[config.mk]
export PLATFORM = sky130hd
export DESIGN_NAME = hazard_mc
export DESIGN_NICKNAME = d
export VERILOG_FILES = /design/src/rtl/hazard_mc_pkg.sv /design/src/rtl/hazard_mc_seq.sv /design/src/rtl/hazard_mc.sv
export SDC_FILE = /design/constraint.sdc
export NUM_CORES = 1
export LEC_CHECK = 0
export CAP_MARGIN = 20
export CORE_MARGIN = 2
export CORE_UTILIZATION = 29
export CTS_BUF_LIST = sky130_fd_sc_hd__clkbuf_16
export DETAILED_ROUTE_END_ITERATION = 10
export PLACE_DENSITY = 0.81
export SYNTH_ARGS = -nofsm -noshare
export SYNTH_HDL_FRONTEND = slang
export SYNTH_SLANG_ARGS = --single-unit
[constraint.sdc]
create_clock -name CLK -period 1.4 [get_ports CLK]
set_clock_uncertainty 0.15 [all_clocks]
set_input_delay 0.14 -clock CLK [delete_from_list [all_inputs] [get_ports CLK]]
set_output_delay 0.14 -clock CLK [all_outputs]
set_load 0.1 [all_outputs]
[src/rtl/hazard_mc_pkg.sv]
// Shared encodings for the hazard unit: forwarding selects, MCycle FSM states, PC address.
package hazard_mc_pkg;

   localparam int unsigned FWD_SEL_W = 2;

   // Execute-stage operand source selects
   localparam logic [FWD_SEL_W-1:0] FWD_RF = 2'b00;
   localparam logic [FWD_SEL_W-1:0] FWD_W  = 2'b01;
   localparam logic [FWD_SEL_W-1:0] FWD_M  = 2'b10;

   // Register address of the PC for the default 4-bit register file
   localparam int unsigned REG_A_W = 4;
   localparam logic [REG_A_W-1:0] REG_PC = 4'hF;

   // MCycle sequencer states
   typedef enum logic [0:0] {
      MC_IDLE = 1'b0,
      MC_BUSY = 1'b1
   } mc_state_t;

endpackage : hazard_mc_pkg

[src/rtl/hazard_mc_seq.sv]
// MCycle (MUL/DIV) stall sequencer: IDLE/BUSY FSM, fixed-latency counter and done latch.
// Outputs are combinational so the stall reaches the pipeline in the same cycle.
module hazard_mc_seq
   import hazard_mc_pkg::*;
#(
   parameter int unsigned MC_LATENCY = 0,
   parameter int unsigned CNT_W      = 4
) (
   input  logic clk,
   input  logic reset,
   input  logic mc_start_e,
   input  logic mc_done,
   input  logic mem_stall,
   output logic mc_stall_c,
   output logic mc_start_c
);

   // Fixed-latency mode ignores the done handshake entirely
   localparam bit FIXED = (MC_LATENCY != 0);
   localparam logic [CNT_W-1:0] CNT_LOAD = FIXED ? CNT_W'(MC_LATENCY - 1) : '0;

   mc_state_t        state, state_nx;
   logic [CNT_W-1:0] cnt, cnt_nx;
   logic             done_q, done_nx;
   logic             release_c;
   logic             start_ok_c;

   // The MCycle unit reports completion (count expired or done seen now/earlier)
   always_comb begin
      release_c = 1'b0;
      if (FIXED) begin
         release_c = (cnt == '0);
      end else begin
         release_c = mc_done | done_q;
      end
   end

   // A new operation is launched only when memory is not holding the pipeline
   always_comb begin
      start_ok_c = mc_start_e & ~mem_stall;
   end

   // State, counter and done-latch registers
   always_ff @(posedge clk) begin
      if (reset) begin
         state  <= MC_IDLE;
         cnt    <= '0;
         done_q <= 1'b0;
      end else begin
         state  <= state_nx;
         cnt    <= cnt_nx;
         done_q <= done_nx;
      end
   end

   // Next-state: counter keeps running under a memory stall, but BUSY is only left once
   // the pipeline can actually release E; a done seen meanwhile is held until then.
   always_comb begin
      state_nx = state;
      cnt_nx   = cnt;
      done_nx  = done_q;
      case (state)
         MC_IDLE: begin
            if (start_ok_c) begin
               state_nx = MC_BUSY;
               cnt_nx   = CNT_LOAD;
               done_nx  = 1'b0;
            end
         end
         MC_BUSY: begin
            if (cnt != '0) begin
               cnt_nx = cnt - 1'b1;
            end
            if (release_c && !mem_stall) begin
               state_nx = MC_IDLE;
               done_nx  = 1'b0;
            end else if (!FIXED && mc_done) begin
               done_nx = 1'b1;
            end
         end
         default: begin
            state_nx = MC_IDLE;
            cnt_nx   = '0;
            done_nx  = 1'b0;
         end
      endcase
   end

   // Outputs: start cycle stalls and pulses; BUSY stalls until release
   always_comb begin
      mc_stall_c = 1'b0;
      mc_start_c = 1'b0;
      case (state)
         MC_IDLE: begin
            mc_stall_c = start_ok_c;
            mc_start_c = start_ok_c;
         end
         MC_BUSY: begin
            mc_stall_c = ~release_c;
         end
         default: begin
            mc_stall_c = 1'b0;
            mc_start_c = 1'b0;
         end
      endcase
   end

endmodule : hazard_mc_seq

[src/rtl/hazard_mc.sv]
// Pipeline hazard unit for the 5-stage ARM core: forwarding, LDR-use stall, branch flush,
// MCycle stall sequencing and memory wait-state stall. All outputs are combinational.
module hazard_mc
   import hazard_mc_pkg::*;
#(
   parameter int unsigned RA_W       = 4,
   parameter int unsigned MC_LATENCY = 0,
   parameter int unsigned CNT_W      = 4
) (
   input  logic            CLK,
   input  logic            Reset,
   input  logic [RA_W-1:0] RA1D,
   input  logic [RA_W-1:0] RA2D,
   input  logic [RA_W-1:0] RA1E,
   input  logic [RA_W-1:0] RA2E,
   input  logic [RA_W-1:0] WA3E,
   input  logic            RegWriteE,
   input  logic            MemtoRegE,
   input  logic            PCSrcE,
   input  logic            McStartE,
   input  logic            McDone,
   input  logic [RA_W-1:0] WA3M,
   input  logic [RA_W-1:0] RA2M,
   input  logic            RegWriteM,
   input  logic            MemWriteM,
   input  logic            MemtoRegM,
   input  logic            MemReadyM,
   input  logic [RA_W-1:0] WA3W,
   input  logic            RegWriteW,
   input  logic            MemtoRegW,
   output logic            McStart,
   output logic            StallF,
   output logic            StallD,
   output logic            StallE,
   output logic            StallM,
   output logic            FlushD,
   output logic            FlushE,
   output logic            FlushM,
   output logic            FlushW,
   output logic [1:0]      ForwardAE,
   output logic [1:0]      ForwardBE,
   output logic            ForwardM
);

   logic mem_stall_c;
   logic ldr_stall_c;
   logic mc_stall_c;
   logic mc_start_c;
   logic pc_a_e_c, pc_b_e_c, pc_a_d_c, pc_b_d_c;

   // PC (all-ones address) is never a forwarding or interlock source
   always_comb begin
      pc_a_e_c = &RA1E;
      pc_b_e_c = &RA2E;
      pc_a_d_c = &RA1D;
      pc_b_d_c = &RA2D;
   end

   // Memory wait state and load-use interlock conditions
   always_comb begin
      mem_stall_c = (MemtoRegM | MemWriteM) & ~MemReadyM;
      ldr_stall_c = MemtoRegE & RegWriteE &
                    (((RA1D == WA3E) & ~pc_a_d_c) | ((RA2D == WA3E) & ~pc_b_d_c));
   end

   hazard_mc_seq #(
      .MC_LATENCY (MC_LATENCY),
      .CNT_W      (CNT_W)
   ) u_seq (
      .clk        (CLK),
      .reset      (Reset),
      .mc_start_e (McStartE),
      .mc_done    (McDone),
      .mem_stall  (mem_stall_c),
      .mc_stall_c (mc_stall_c),
      .mc_start_c (mc_start_c)
   );

   // Operand forwarding for E (M has priority over W) and W->M store-data forwarding
   always_comb begin
      ForwardAE = FWD_RF;
      ForwardBE = FWD_RF;
      ForwardM  = 1'b0;
      if (!Reset) begin
         if (!pc_a_e_c) begin
            if (RegWriteM && (RA1E == WA3M)) begin
               ForwardAE = FWD_M;
            end else if (RegWriteW && (RA1E == WA3W)) begin
               ForwardAE = FWD_W;
            end
         end
         if (!pc_b_e_c) begin
            if (RegWriteM && (RA2E == WA3M)) begin
               ForwardBE = FWD_M;
            end else if (RegWriteW && (RA2E == WA3W)) begin
               ForwardBE = FWD_W;
            end
         end
         ForwardM = (RA2M == WA3W) & MemWriteM & MemtoRegW & RegWriteW;
      end
   end

   // Stall/flush arbitration: reset, memory wait, MCycle, load-use, then branch.
   // A branch held in a stalled E keeps PCSrcE asserted, so its flush lands on release.
   always_comb begin
      McStart = 1'b0;
      StallF  = 1'b0;
      StallD  = 1'b0;
      StallE  = 1'b0;
      StallM  = 1'b0;
      FlushD  = 1'b0;
      FlushE  = 1'b0;
      FlushM  = 1'b0;
      FlushW  = 1'b0;
      if (Reset) begin
         FlushD = 1'b1;
         FlushE = 1'b1;
         FlushM = 1'b1;
         FlushW = 1'b1;
      end else if (mem_stall_c) begin
         StallF = 1'b1;
         StallD = 1'b1;
         StallE = 1'b1;
         StallM = 1'b1;
         FlushW = 1'b1;
      end else if (mc_stall_c) begin
         McStart = mc_start_c;
         StallF  = 1'b1;
         StallD  = 1'b1;
         StallE  = 1'b1;
         FlushM  = 1'b1;
      end else if (ldr_stall_c) begin
         StallF = 1'b1;
         StallD = 1'b1;
         FlushE = 1'b1;
      end else if (PCSrcE) begin
         FlushD = 1'b1;
         FlushE = 1'b1;
      end
   end

endmodule : hazard_mc
==> summary.txt, run 1 <==
Outcome
  – Status: stopped before the end
  – Failed at: clock tree synthesis
  – Err: [ERROR DPL-0033] detailed placement checks failed during check placement.

Logic synthesis
  – Net Count, Synth: 128
  – Post-synth top cells: 19 x xor2_1, 9 x nor2_1, 7 x nand3_1
  – Ys flop type: dfxtp_1
  – Synth top area share: 28.79%
  – Number of synthesized register bits: 2
  – Number of synthesized flops with an enable pin: 0
  – Synth area leaders: xor2_1 29%, xnor2_1 7.6%, dfxtp_1 6.9%
  – Yosys warnings: 0
  – Cell variety after synth: 25
  – Fraction of registers with async set/reset: 0%
  – Syn Inst Count: 83
  – Synth Cell Area: 578.1 um2
  – Synthesized area per cell: 6.965 um2
  – Top-count cell post-synth: xor2_1
  – Leading area contributor after synthesis: xor2_1
  – Share of the yosys chip area belonging to registers: 6.926%

Die
  – Die H: 48.65 um
  – Initial Utilization: 30.08%
  – Ports: 59
  – Die Wd: 48.65 um
  – FP Rows: 16

CTS
  – H-tree Lvls: 1
  – Clock Tree Buf Depth: 2
  – Sink Count: 2
  – Clk root buf: clkbuf_16
  – Hold-fix buffers at CTS: 0
  – Post-CTS Setup Bufs: 9
  – TritonCTS Buffers: 3
  – Post-cts repair resize count: 196

Placement
  – # port buffers: 58
  – DP Cell Count: 186
  – Pre-CTS setup slack: -687.5 ps
  – Dpl hpwl: 2406 um
  – GP Congestion: 0.8530
==> cell families after synthesis <==
family                    count (synthesis)  synth area share, %
DFF                                       2                6.927
buffers and inverters                     2                1.948
AOI/OAI and AO/OA                        15                17.97
muxes                                     1                1.732
xor gates and xnor gates                 24                36.36
and+or+nand+nor                          39                35.06
==> stage by stage <==
| step | hold WS, ps | area, um2 |
|---|---|---|
| 2_1_floorplan | 163.3 | 749.5 |
| 3_3_place_gp | 347.3 | 1629 |
| 3_5_place_dp | 371.8 | 1629 |
==> run 2: changes to the inputs <==
CORE_AREA = 2 2 63 65   (was not set)
CORE_MARGIN = not set   (was 2)
CORE_UTILIZATION = not set   (was 29)
CTS_BUF_LIST = not set   (was sky130_fd_sc_hd__clkbuf_16)
DIE_AREA = 0 0 65 67   (was not set)
PLACE_DENSITY = not set   (was 0.81)
PLACE_DENSITY_LB_ADDON = 0.15   (was not set)
==> summary.txt, run 2 <==
Critical path
  – FF-to-FF End: u_seq.done_q
  – Arrival time at the worst endpoint: 1370 ps
  – R2R depth: 5
  – CP peak stage delay: 340 ps
  – Max FO, Critical Path: 4
  – Setup crit start: u_seq.state
  – CP startpoint kind: register
  – Critical-path cell list: mux2i_2, and2_4, a2bb2oi_4, buf_12
  – FF-to-FF Start: u_seq.state
  – Worst Path Required: 1110 ps
  – R2r setup slk: 230 ps
  – Slowest-stage cell, CP: dfxtp_4
  – Worst Setup EP: FlushE
  – Crit end category: output port
  – Critical path class: register to output port

Route
  – Vias: 937
  – Initial DRC count: 29
  – First-pass DRT Iterations: 4
  – Drt total wl: 2846 um
  – ANT nets after route: 0
  – Wirelength per Cell: 13.12 um
  – DR DRC count: 0
  – DR vias/cell: 4.318

Finish
  – Most common cell after layout, fill and taps aside: buf_6
  – Most frequent cells in the layout: 21 x buf_6, 20 x buf_4, 14 x buf_12, 12 x buf_2, 9 x xor2_1
  – Layout cells sized above 1: 75.15%
  – Final nets: 215
  – Post-Layout Inst Area: 1996 um2
  – N_diodes: 0
  – FILL cells: 325
  – Syn-to-layout area delta: 245.2%
  – Area of the multi-input gates: 953.4 um2
  – Biggest registers after layout: u_seq.done_q x1, u_seq.state x1
  – Register Area: 45.04 um2

CTS
  – TritonCTS Buffers: 3 (unchanged)
  – H-tree Lvls: 1 (unchanged)
  – Clk root buf: clkbuf_8
  – CTS tree: done
  – Hold-fix buffers at CTS: 0 (unchanged)
  – Clock Tree Buf Depth: 2 (unchanged)
  – Clk_lat worst skew: 220 ps
  – CTS clk-pin slew, worst paths: 30 ps
  – Sink Count: 2 (unchanged)

Logic synthesis
  – Leading area contributor after synthesis: xor2_1
  – Synth Area in Simple Gates: 35.06% (unchanged)
  – Yosys warnings: 0 (unchanged)
  – Post-Synth XOR/XNOR Area: 36.36% (unchanged)
  – Number of synthesized flops with an enable pin: 0 (unchanged)
  – Synth top area share: 28.79% (unchanged)
  – Ys flop type: dfxtp_1
  – Fraction of registers with async set/reset: 0% (unchanged)
  – Largest family of logic cells by synthesized area: XOR/XNOR gates
  – Top-count cell post-synth: xor2_1
  – Synth Area in Compound Gates: 17.97% (unchanged)
  – Synth area leaders: xor2_1 29%, xnor2_1 7.6%, dfxtp_1 6.9%
  – Net Count, Synth: 128 (unchanged)
  – Synth Area in Adders: 0% (unchanged)
  – Synthesized area per cell: 6.965 um2 (unchanged)
  – Share of the yosys chip area belonging to registers: 6.926% (unchanged)
  – Post-synth top cells: 19 x xor2_1, 9 x nor2_1, 7 x nand3_1
  – Synth Cell Area: 578.1 um2 (unchanged)
  – Number of synthesized register bits: 2 (unchanged)
  – Mux share of post-synthesis cell area: 1.732% (unchanged)
  – Syn Inst Count: 83 (unchanged)
  – Cell variety after synth: 25 (unchanged)

Global route
  – Overall Global Routing Usage: 13.14%
  – Vias in the first global route: 1053
  – GRT overflow: 0
  – First-pass GRT wire length: 4443 um
  – Largest net degree at the start of global routing: 13
  – Initial antenna violation count: 0

Outcome
  – Failing checks: setup timing
  – Status: complete, but fails checks

Power
  – Overall Power: 0.001061 W
  – Leakage power: 0.8284 nW
  – Clock share of power: 23.4%
  – Register share of total power: 6.0%
  – Switching power: 0.0004515 W
  – Max IR drop VDD: 0.2519 mV
  – Combinational Power Share: 70.6%
  – Cell internal pwr: 0.0006098 W
  – Switching fraction of total power: 42.55%
  – PwrDens: 531.8 nW/um2

STA
  – Minimum clock period: 1656 ps
  – Worst-margin pin slew: 283.2 ps
  – Max Slew Vio Count: 0
  – Final Hold Viols: 0
  – RSZ-0062 raised after global routing: true
  – Period utilization: 118.3%
  – Final setup fails: 9
  – Worst Slack Setup Final: -256.2 ps
  – Fmax: 603.8 MHz
  – Rel. slew slack: 81.12%
  – Setup TNS: -1518 ps
  – Hold WS: 197.8 ps

Placement
  – # port buffers: 58 (unchanged)
  – GP Congestion: 0.8085 (-5.2%)
  – Dpl hpwl: 2136 um (-11%)
  – Placed cell areas: 1670 um2 (+2.5%)
  – Pre-CTS setup slack: -691.6 ps (-4.065 ps)

Run
  – Max-cap violation count: 0

Die
  – Core area: 3606 um2
  – Die H: 67 um (+38%)
  – Initial Utilization: 16.03% (-14 points)
  – Die Wd: 65 um (+34%)
  – DIE AREA: 4355 um2
  – Ports: 59 (unchanged)
  – FP Rows: 22 (+6)

Worst hold path
  – Hold WC Path Type: input port to register
## run 2: cell counts after synthesis
Identical to the previous run, type by type.
## run 2: logic make-up after synthesis
group,after synthesis
flip-flops,2
XOR/XNOR,24
AND/OR/NAND/NOR,39
buffers and inverters,2
multiplexers,1
AO/OA/AOI/OAI,15
## run 2: repair_timing
action / in CTS / in global routing
pin swaps: 35 / 31
buffers inserted: 4 / 1
gates cloned: 0 / 0
gates resized for setup: 174 / 55
endpoints found under the setup margin: 14 / 12
## run 2: power by group through the flow
stage | clock network, W | logic (W) | registers (W)
2_1_floorplan | 0 | 0.000332 | 0.0000660
3_3_place_gp | 0 | 0.000647 | 0.0000634
3_5_place_dp | 0 | 0.000655 | 0.0000637
4_1_cts | 0.000255 | 0.000686 | 0.0000634
5_1_grt | 0.000261 | 0.000785 | 0.0000639
6_report | 0.000249 | 0.000749 | 0.0000638
## run 2: through the flow
stage	cells	utilization, %
final	217	55.34
after global routing	217	55.34
after CTS	216	51.01
after detailed placement	209	46.32
after global placement	209	46.32
after floorplan	83	-
## run 2: worst min path at each step
stage | startpoint | to | depth (start not counted)
floorplan | McDone | u_seq.done_q | 2
global placement | u_seq.done_q | u_seq.done_q | 2
detailed placement | u_seq.done_q | u_seq.done_q | 2
CTS | Reset | u_seq.done_q | 3
global route | Reset | u_seq.state | 3
finish | Reset | u_seq.done_q | 3
## run 2: layout make-up
type	instances	area share (%)
clock buffer	4	2.257
timing repair buffer	84	44.70
tap	48	3.009
multi-input combinational	79	47.77
sequential	2	2.257
## run 2: critical path, delay by kind of cell (launching register included)
family,cells,cell delay (ps)
simple gates,1,230
flops,1,340
mux,1,220
buf+inv,1,180
compound gates,1,160
## run 2: layer usage
metal	wire length, um	GRT usage, %	vias up
met2	1572	25.64	41
met4	57	6.117	0
li1	-	-	464
met3	165	1.689	6
met1	1051	13.82	426
met5	0	0	-
Note: power is estimated with default switching activity, not from simulation.
==> run 3: changes to the inputs <==
TNS_END_PERCENT = 10   (was not set)
==> summary.txt, run 3 (synthesis results as in run 2) <==
Outcome
  – Status: complete, but fails checks
  – Failing checks: setup timing

CTS
  – Hold-fix buffers at CTS: 0 (unchanged)
  – CTS tree: done
  – Clk root buf: clkbuf_8
  – Sink Count: 2 (unchanged)
  – H-tree Lvls: 1 (unchanged)
  – Clk_lat worst skew: 210 ps (about the same)
  – CTS clk-pin slew, worst paths: 30 ps (about the same)
  – Clock Tree Buf Depth: 2 (unchanged)
  – TritonCTS Buffers: 3 (unchanged)

STA
  – Period utilization: 116.5% (-1.8 points)
  – Rel. slew slack: 74.82% (-6.3 points)
  – Worst Slack Setup Final: -230.5 ps (+25.76 ps)
  – Setup TNS: -1500 ps (+17.91 ps)
  – Worst-margin pin slew: 377.8 ps (+94.57 ps)
  – Max Slew Vio Count: 0 (unchanged)
  – Final Hold Viols: 0 (unchanged)
  – Fmax: 613.3 MHz (+1.6%)
  – Minimum clock period: 1630 ps (-25.76 ps)
  – Final setup fails: 10 (+1)
  – RSZ-0062 raised after global routing: true

Route
  – Vias: 927 (-1.1%)
  – Wirelength per Cell: 12.69 um (-3.2%)
  – DR DRC count: 0 (unchanged)
  – Drt total wl: 2652 um (-6.8%)
  – Initial DRC count: 34 (+17%)
  – DR vias/cell: 4.435 (+2.7%)
  – ANT nets after route: 0 (unchanged)
  – First-pass DRT Iterations: 4 (unchanged)

Die
  – Core area: 3606 um2 (unchanged)
  – FP Rows: 22 (unchanged)
  – Ports: 59 (unchanged)
  – DIE AREA: 4355 um2 (unchanged)
  – Initial Utilization: 16.03% (unchanged)
  – Die H: 67 um (unchanged)
  – Die Wd: 65 um (unchanged)

Global route
  – Overall Global Routing Usage: 12.46% (-0.68 points)
  – First-pass GRT wire length: 4353 um (-2.0%)
  – Vias in the first global route: 1045 (-0.76%)
  – GRT overflow: 0 (unchanged)
  – Initial antenna violation count: 0 (unchanged)
  – Largest net degree at the start of global routing: 13 (unchanged)

Finish
  – FILL cells: 362 (+11%)
  – Register Area: 42.54 um2 (-5.6%)
  – Final nets: 208 (-3.3%)
  – N_diodes: 0 (unchanged)
  – Post-Layout Inst Area: 1740 um2 (-13%)
  – Biggest registers after layout: u_seq.done_q x1, u_seq.state x1
  – Layout cells sized above 1: 61.49% (-14 points)
  – Syn-to-layout area delta: 201.1%
  – Most common cell after layout, fill and taps aside: buf_4
  – Most frequent cells in the layout: 17 x buf_4, 14 x xor2_1, 14 x buf_2, 14 x buf_12, 10 x dlygate4sd2_1
  – Area of the multi-input gates: 805.8 um2 (-15%)

Placement
  – Placed cell areas: 1562 um2 (-6.5%)
  – GP Congestion: 0.8092 (about the same)
  – Dpl hpwl: 2142 um (+0.25%)
  – Pre-CTS setup slack: -699.7 ps (-8.115 ps)
  – # port buffers: 58 (unchanged)

Run
  – Max-cap violation count: 0 (unchanged)

Critical path
  – CP startpoint kind: register
  – R2r setup slk: 360 ps (+130 ps)
  – Critical path class: register to output port
  – FF-to-FF End: u_seq.done_q
  – Worst Path Required: 1110 ps (about the same)
  – Max FO, Critical Path: 4 (unchanged)
  – R2R depth: 4 (-1)
  – FF-to-FF Start: u_seq.state
  – Setup crit start: u_seq.state
  – Arrival time at the worst endpoint: 1340 ps (-30 ps)
  – Crit end category: output port

Power
  – Max IR drop VDD: 0.2236 mV (-11%)
  – Leakage power: 0.7208 nW (-13%)
  – PwrDens: 545.7 nW/um2 (+2.6%)

Worst hold path
  – WHS Endpoint: u_seq.done_q
  – Hold WC Path Type: input port to register
  – Hold depth: 3 (unchanged)
  – Hold_sp: McDone
## run 3: cell count changes in the layout (fill, tap and decap cells not counted), sizes merged
cell,delta
buf,-21
clkbuf,-1
clkdlybuf4s15,+9
clkdlybuf4s50,+3
dlygate4sd2,+2
## run 3: report_power, final
group / total [W] / switching, W / internal (W)
registers: 0.0000638 / 0.00000252 / 0.0000613
clock network: 0.000226 / 0.0000442 / 0.000182
logic: 0.000660 / 0.000362 / 0.000298
## run 3: worst max path at each step
stage                  end  slack [ps]
floorplan           StallF        -550
global placement    FlushD        -670
detailed placement  FlushD        -700
CTS                 StallD        -230
global route        FlushD        -260
finish              FlushE        -230
## run 3: layer usage
| layer | part of all wire, % | up-vias | track usage (%) |
|---|---|---|---|
| met5 | 0 | - | 0 |
| met4 | 1.5 | 0 | 2.926 |
| met3 | 8.8 | 4 | 3.378 |
| met2 | 51 | 42 | 23.97 |
| met1 | 38 | 427 | 13.39 |
| li1 | - | 454 | - |
## run 3: layout make-up
class	count	area share [%]
repair buffers	77	45.43
clock buffers	3	2.372
flip-flops and latches	2	2.444
well taps	48	3.451
multi-input cells	79	46.30
## run 3: what timing repair did
action                     in CTS  in global routing
setup buffers                   2                  0
pin swaps                      30                 12
resized for setup             146                  7
setup endpoints to repair      14                 13
## run 3: metrics by stage
step,power [W],utilization [%],instances,hold WS (ps)
CTS,0.0009434,47.36,209,252.5
global placement,0.0006742,43.30,204,326.0
floorplan,0.0003755,-,83,162.2
finish,0.0009497,48.27,209,245.4
global route,0.0009987,48.27,209,290.8
detailed placement,0.0006812,43.30,204,358.8
## run 3: critical path: stages (launching register included)
cell and delay, ps:
dfxtp_2 330, mux2i_1 220, and2_4 230, a2bb2oi_4 160, buf_12 180
